<file path="src/rtl/ddr_pkg.sv">
// ddr_pkg: shared widths, queue entry layout and FSM encoding
// for the DDR command queue (ddr_cmd_queue, ddr_sync_fifo).
package ddr_pkg;

  localparam int BA_W  = 2;
  localparam int ROW_W = 13;
  localparam int COL_W = 10;
  localparam int LEN_W = 4;

  localparam int ENTRY_W = 1 + BA_W + ROW_W + COL_W + LEN_W;

  localparam int ISSUE_TIMEOUT_DEF = 32;

  typedef struct packed {
    logic             wr;
    logic [BA_W-1:0]  ba;
    logic [ROW_W-1:0] row;
    logic [COL_W-1:0] col;
    logic [LEN_W-1:0] len;
  } cmd_entry_t;

  typedef enum logic [1:0] {
    ST_IDLE      = 2'd0,
    ST_ISSUE     = 2'd1,
    ST_WAIT_DONE = 2'd2
  } cmd_state_t;

endpackage

</file>
<file path="src/rtl/ddr_sync_fifo.sv">
// ddr_sync_fifo: DEPTH x cmd_entry_t synchronous FIFO.
// Ports: clk, rst (sync high), push/wdata, pop/rdata, count/full/empty.
import ddr_pkg::*;

module ddr_sync_fifo #(
  parameter  int DEPTH = 8,
  localparam int AW    = $clog2(DEPTH),
  localparam int CW    = AW + 1
) (
  input  logic          clk,
  input  logic          rst,
  input  logic          push,
  input  logic          pop,
  input  cmd_entry_t    wdata,
  output cmd_entry_t    rdata,
  output logic [CW-1:0] count,
  output logic          full,
  output logic          empty
);

  cmd_entry_t    mem [DEPTH];
  logic [AW-1:0] wr_ptr;
  logic [AW-1:0] rd_ptr;
  logic          do_push;
  logic          do_pop;

  assign full    = (count == CW'(DEPTH));
  assign empty   = (count == '0);
  assign do_push = push && !full;
  assign do_pop  = pop && !empty;
  assign rdata   = mem[rd_ptr];

  // Power-of-2 depth: pointers wrap naturally.
  always_ff @(posedge clk) begin
    if (rst) begin
      wr_ptr <= '0;
      rd_ptr <= '0;
      count  <= '0;
    end else begin
      if (do_push) wr_ptr <= wr_ptr + AW'(1);
      if (do_pop)  rd_ptr <= rd_ptr + AW'(1);
      unique case ({do_push, do_pop})
        2'b10:   count <= count + CW'(1);
        2'b01:   count <= count - CW'(1);
        default: count <= count;
      endcase
    end
  end

  always_ff @(posedge clk) begin
    if (do_push) mem[wr_ptr] <= wdata;
  end

endmodule

</file>
<file path="src/rtl/ddr_cmd_queue.sv">
// ddr_cmd_queue: queues user read/write requests and issues them one at a
// time to a DDR controller (strobe until BUSY, retire on BUSY fall/timeout).
import ddr_pkg::*;

module ddr_cmd_queue #(
  parameter  int DEPTH         = 8,
  parameter  int ISSUE_TIMEOUT = ISSUE_TIMEOUT_DEF,
  localparam int CW            = $clog2(DEPTH) + 1,
  localparam int TW            = $clog2(ISSUE_TIMEOUT + 1)
) (
  input  logic             SYS_CLK_100M,
  input  logic             RESET,
  input  logic             REQ_VALID,
  output logic             REQ_READY,
  input  logic             REQ_WR,
  input  logic [BA_W-1:0]  REQ_BA,
  input  logic [ROW_W-1:0] REQ_ROW,
  input  logic [COL_W-1:0] REQ_COL,
  input  logic [LEN_W-1:0] REQ_LEN,
  output logic             WRITE,
  output logic             READ,
  output logic [BA_W-1:0]  BA_IN,
  output logic [ROW_W-1:0] ADDR_ROW_IN,
  output logic [COL_W-1:0] ADDR_COL_IN,
  output logic [LEN_W-1:0] WRITE_LENGTH,
  input  logic             BUSY,
  input  logic             PWR_ON,
  output logic [CW-1:0]    QUEUE_COUNT,
  output logic             QUEUE_EMPTY,
  output logic             QUEUE_FULL,
  output logic             ISSUE_DONE,
  output logic             TIMEOUT_FLAG
);

  cmd_state_t    state;
  cmd_state_t    state_nxt;
  cmd_entry_t    req_entry;
  cmd_entry_t    head;
  cmd_entry_t    cmd_q;
  logic [TW-1:0] tmo_cnt;
  logic          tmo_hit;
  logic          retire;
  logic          tmo_retire;
  logic          start;
  logic          done_q;
  logic          tmo_q;

  assign req_entry = '{wr:  REQ_WR,  ba:  REQ_BA,
                       row: REQ_ROW, col: REQ_COL,
                       len: REQ_LEN};

  ddr_sync_fifo #(.DEPTH(DEPTH)) u_fifo (
    .clk   (SYS_CLK_100M),
    .rst   (RESET),
    .push  (REQ_VALID),
    .pop   (retire),
    .wdata (req_entry),
    .rdata (head),
    .count (QUEUE_COUNT),
    .full  (QUEUE_FULL),
    .empty (QUEUE_EMPTY)
  );

  assign REQ_READY    = !QUEUE_FULL;
  assign ISSUE_DONE   = done_q;
  assign TIMEOUT_FLAG = tmo_q;
  assign tmo_hit      = (tmo_cnt == TW'(ISSUE_TIMEOUT - 1));
  assign start        = (state == ST_IDLE) &&
                        (state_nxt == ST_ISSUE);

  always_ff @(posedge SYS_CLK_100M) begin
    if (RESET) begin
      state   <= ST_IDLE;
      cmd_q   <= '0;
      tmo_cnt <= '0;
      done_q  <= 1'b0;
      tmo_q   <= 1'b0;
    end else begin
      state  <= state_nxt;
      done_q <= retire;
      if (tmo_retire) tmo_q <= 1'b1;
      if (start)      cmd_q <= head;
      // Counts strobe cycles spent without BUSY.
      if (state == ST_ISSUE) tmo_cnt <= tmo_cnt + TW'(1);
      else                   tmo_cnt <= '0;
    end
  end

  always_comb begin
    state_nxt  = state;
    retire     = 1'b0;
    tmo_retire = 1'b0;
    unique case (state)
      ST_IDLE: begin
        if (!QUEUE_EMPTY && PWR_ON && !BUSY)
          state_nxt = ST_ISSUE;
      end
      ST_ISSUE: begin
        if (BUSY) begin
          state_nxt = ST_WAIT_DONE;
        end else if (tmo_hit) begin
          state_nxt  = ST_IDLE;
          retire     = 1'b1;
          tmo_retire = 1'b1;
        end
      end
      ST_WAIT_DONE: begin
        if (!BUSY) begin
          state_nxt = ST_IDLE;
          retire    = 1'b1;
        end
      end
      default: state_nxt = ST_IDLE;
    endcase
  end

  always_comb begin
    WRITE        = 1'b0;
    READ         = 1'b0;
    BA_IN        = '0;
    ADDR_ROW_IN  = '0;
    ADDR_COL_IN  = '0;
    WRITE_LENGTH = '0;
    unique case (1'b1)
      (state == ST_ISSUE): begin
        WRITE        = cmd_q.wr;
        READ         = !cmd_q.wr;
        BA_IN        = cmd_q.ba;
        ADDR_ROW_IN  = cmd_q.row;
        ADDR_COL_IN  = cmd_q.col;
        WRITE_LENGTH = cmd_q.len;
      end
      (state == ST_WAIT_DONE): begin
        BA_IN        = cmd_q.ba;
        ADDR_ROW_IN  = cmd_q.row;
        ADDR_COL_IN  = cmd_q.col;
        WRITE_LENGTH = cmd_q.len;
      end
      default: ;
    endcase
  end

endmodule

</file>
<file path="config.mk">
export PLATFORM = sky130hd
export DESIGN_NAME = ddr_cmd_queue
export DESIGN_NICKNAME = d
export VERILOG_FILES = /design/src/rtl/ddr_pkg.sv /design/src/rtl/ddr_sync_fifo.sv /design/src/rtl/ddr_cmd_queue.sv
export SDC_FILE = /design/constraint.sdc
export NUM_CORES = 1
export LEC_CHECK = 0
export BUFFER_PORTS_ARGS = -buffer_cell sky130_fd_sc_hd__clkbuf_2
export CORE_MARGIN = 5
export CORE_UTILIZATION = 47
export DETAILED_ROUTE_END_ITERATION = 6
export GPL_ROUTABILITY_DRIVEN = 0
export PLACE_DENSITY_LB_ADDON = 0.3
export SKIP_LAST_GASP = 1
export SYNTH_ARGS = -nofsm -noshare
export SYNTH_HDL_FRONTEND = slang
export SYNTH_SLANG_ARGS = --single-unit
export TNS_END_PERCENT = 30
</file>
<file path="constraint.sdc">
create_clock -name SYS_CLK_100M -period 4.3 [get_ports SYS_CLK_100M]
set_input_delay 0.215 -clock SYS_CLK_100M [delete_from_list [all_inputs] [get_ports SYS_CLK_100M]]
set_output_delay 0.215 -clock SYS_CLK_100M [all_outputs]
set_load 0.01 [all_outputs]
</file>
==> impl_metrics.yaml <==
clock_network:
  clk_latency_ns: 0.54
  cts_root_buf: "clkbuf_16"
  post-cts-setup-buffers: 0
  cts_htree_levels: 1
  cts_buffer_depth: 3
  clk_pin_slew_ns: 0.06
  cts.sinks: 290
  cts_resized: 0
  cts_tree: "done"
  cts_buffers: 29
critical_path:
  worstPathArrival_ns: 3.70
  crit_path_max_fanout: 13
  worst_setup_path_start_kind: "register"
  crit_path_start: "state[1]"
  crit_path_end_kind: "register"
  cp_data_required_time_ns: 4.74
  r2r_start: "state[1]"
  crit_type: "register to register"
grt:
  grt_pass1_wl_um: 36200
  grt_pass1_vias: 6426
  grtUsageTotal_pct: 16.4
  antenna_found_initial: 0
  grt_max_degree: 46
  grt_overflow: 0
hold_path:
  min_path_type: "input pin to register"
  hp-start: "REQ_VALID"
route:
  wl_um: 22300
  wl_met3_um: 1060
  met2_length_um: 11600
  drt_iter0_drc: 333
  vias_per_cell: 5.31
  firstDrtPassIters: 4
  vias: 5848
  ant_nets: 0
  top_layer_used: "met4"
  drc: 0
  wl_met1_um: 9200
  wl_per_cell_um: 20.2
yosys:
  synth_nets: 692
  avgSynthCellArea_um2: 17.7
  synthCells: 646
  synth.distinct_cells: 40
  synth_seq_cells: 290
  synthArstFlopShare_pct: 0
  synth_warnings: 0
  synth_area_um2: 11500
  synthFlopType: "edfxtp_1"
  ys_seq_area_share_pct: 71.6
  synth_edf_count: 240
floorplan:
  core_um2: 24200
  io_pins: 75
  chipHeight_um: 166
  dieWidth_um: 166
  num_rows: 57
  initial_core_util_pct: 47.4
  fp.dieArea_um2: 27600
sta:
  final.period_utilization_pct: 75.8
  min_period_ns: 3.26
  hold_slack_ns: 0.129
  hold_violations: 0
  worst_slew_pin_slew_ns: 1.19
  slew_headroom_pct: 20.7
  finalSetupViolCount: 0
  fmax_mhz: 307
  grt_setup_unrepaired: "no"
  drv_slew: 0
  setup_tns_ns: 0
  worst_clock_skew_ns: 0.0109
pwr:
  ir_worst_vdd_uv: 301
  p_per_area_nw_per_um2: 436
  p_leak_nw: 4.36
layout:
  syn2layout_area_growth_pct: 16.9
  diodes: 0
  drive_gt1_share_pct: 26.0
  finalNetCount: 801
placed_design:
  numPortBuffers: 74
  hpwl_um: 13300
status:
  outcome: "complete, no violations"
job:
  max_cap_viol_count: 0
==> routing by layer <==
metal	GRT usage [%]	vias up
met5	0	-
met4	4.16	0
met3	2.88	27
met2	29.1	110
met1	21.1	2970
li1	-	2741
==> flip-flops by register name (all words and copies together) (netlist names) <==
name           cells
cmd_q             30
state              2
u_fifo.mem       240
ISSUE_DONE         1
tmo_cnt            6
TIMEOUT_FLAG       1
u_fifo.count       4
u_fifo.rd_ptr      3
u_fifo.wr_ptr      3
==> worst max-delay path, stage by stage (launching register included) <==
cell      delay (ns)
dfxtp_1         0.45
inv_1           0.12
ha_1            0.49
nand2b_1        0.10
o31a_1          0.34
or2_1           0.27
inv_1           0.07
ha_1            0.19
ha_1            0.24
a21o_1          0.17
a21oi_1         0.18
xnor2_1         0.11
or3_1           0.31
a21oi_1         0.14
==> where the power goes <==
part	switching (mW)	internal, mW
logic	0.181	0.114
registers	0.0310	3.12
clock network	0.989	1.40
==> what timing repair did <==
item                                    CTS  global route
hold endpoints to repair                240             0
endpoints found under the setup margin    0             0
hold buffers                             30             0
==> cell usage after synthesis, types with 6 or more instances <==
cell	count	share of area (%)
inv_1	11	0.36
clkbuf_1	14	0.46
dfxtp_1	50	8.7
edfxtp_1	240	63
nor3_1	6	0.26
nor2_1	24	0.79
or3_1	31	1.7
and2_1	30	1.6
nand2_1	9	0.29
buf_4	6	0.39
ha_1	10	1.1
a21oi_1	36	1.6
o21ai_0	31	1.4
buf_2	13	0.57
mux4_2	60	12
xor2_1	6	0.46
mux2i_1	31	2.7
==> final cells by class <==
type / instances / area, µm²
Tap cell: 324 / 405
Multi-Input combinational cell: 307 / 3070
Clock inverter: 11 / 110
Clock buffer: 42 / 795
Fill cell: 1873 / 10800
Timing Repair Buffer: 116 / 761
Inverter: 11 / 41.3
Sequential cell: 290 / 8210
==> cell families (layout without fill, tap and decap cells) <==
logic type | count (synthesis) | in the layout | synth area share, %
compound gates | 76 | 76 | 3.82
xor+xnor | 11 | 11 | 0.840
fa+ha+maj | 11 | 11 | 1.27
buf+inv | 49 | 180 | 2.14
flops | 290 | 290 | 71.6
mux | 91 | 91 | 14.5
simple gates | 118 | 118 | 5.83
==> worst paths after layout <==
kind	end	slack, ns	cells past startpoint
max	u_fifo.count[3]	1.04	13
min	u_fifo.wr_ptr[1]	0.13	4
max reg2reg	u_fifo.count[3]	1.04	13
min reg2reg	tmo_cnt[0]	0.45	1
==> stage by stage <==
stage / power, mW / cell area, µm² / setup WS [ns] / util, % / cells
floorplan: 3.37 / 11500 / 0.471 / - / 646
global placement: 3.48 / 12200 / 1.15 / 50.4 / 1018
detailed placement: 3.49 / 12200 / 1.05 / 50.4 / 1018
CTS: 5.89 / 13400 / 1.03 / 55.4 / 1101
global route: 6.07 / 13400 / 0.736 / 55.4 / 1101
finish: 5.84 / 13400 / 1.04 / 55.4 / 1101
==> cell usage in the layout (no fill, tap or decap), types with 21 or more instances in the layout <==
master,count
edfxtp_1,240
clkbuf_2,74
or3_1,31
and2_1,30
mux4_2,60
dlygate4sd3_1,30
a21oi_1,36
nor2_1,21
dfxtp_1,47
mux2i_1,31
clkbuf_16,29
o21ai_0,31
(Power assumes the default switching activity.)
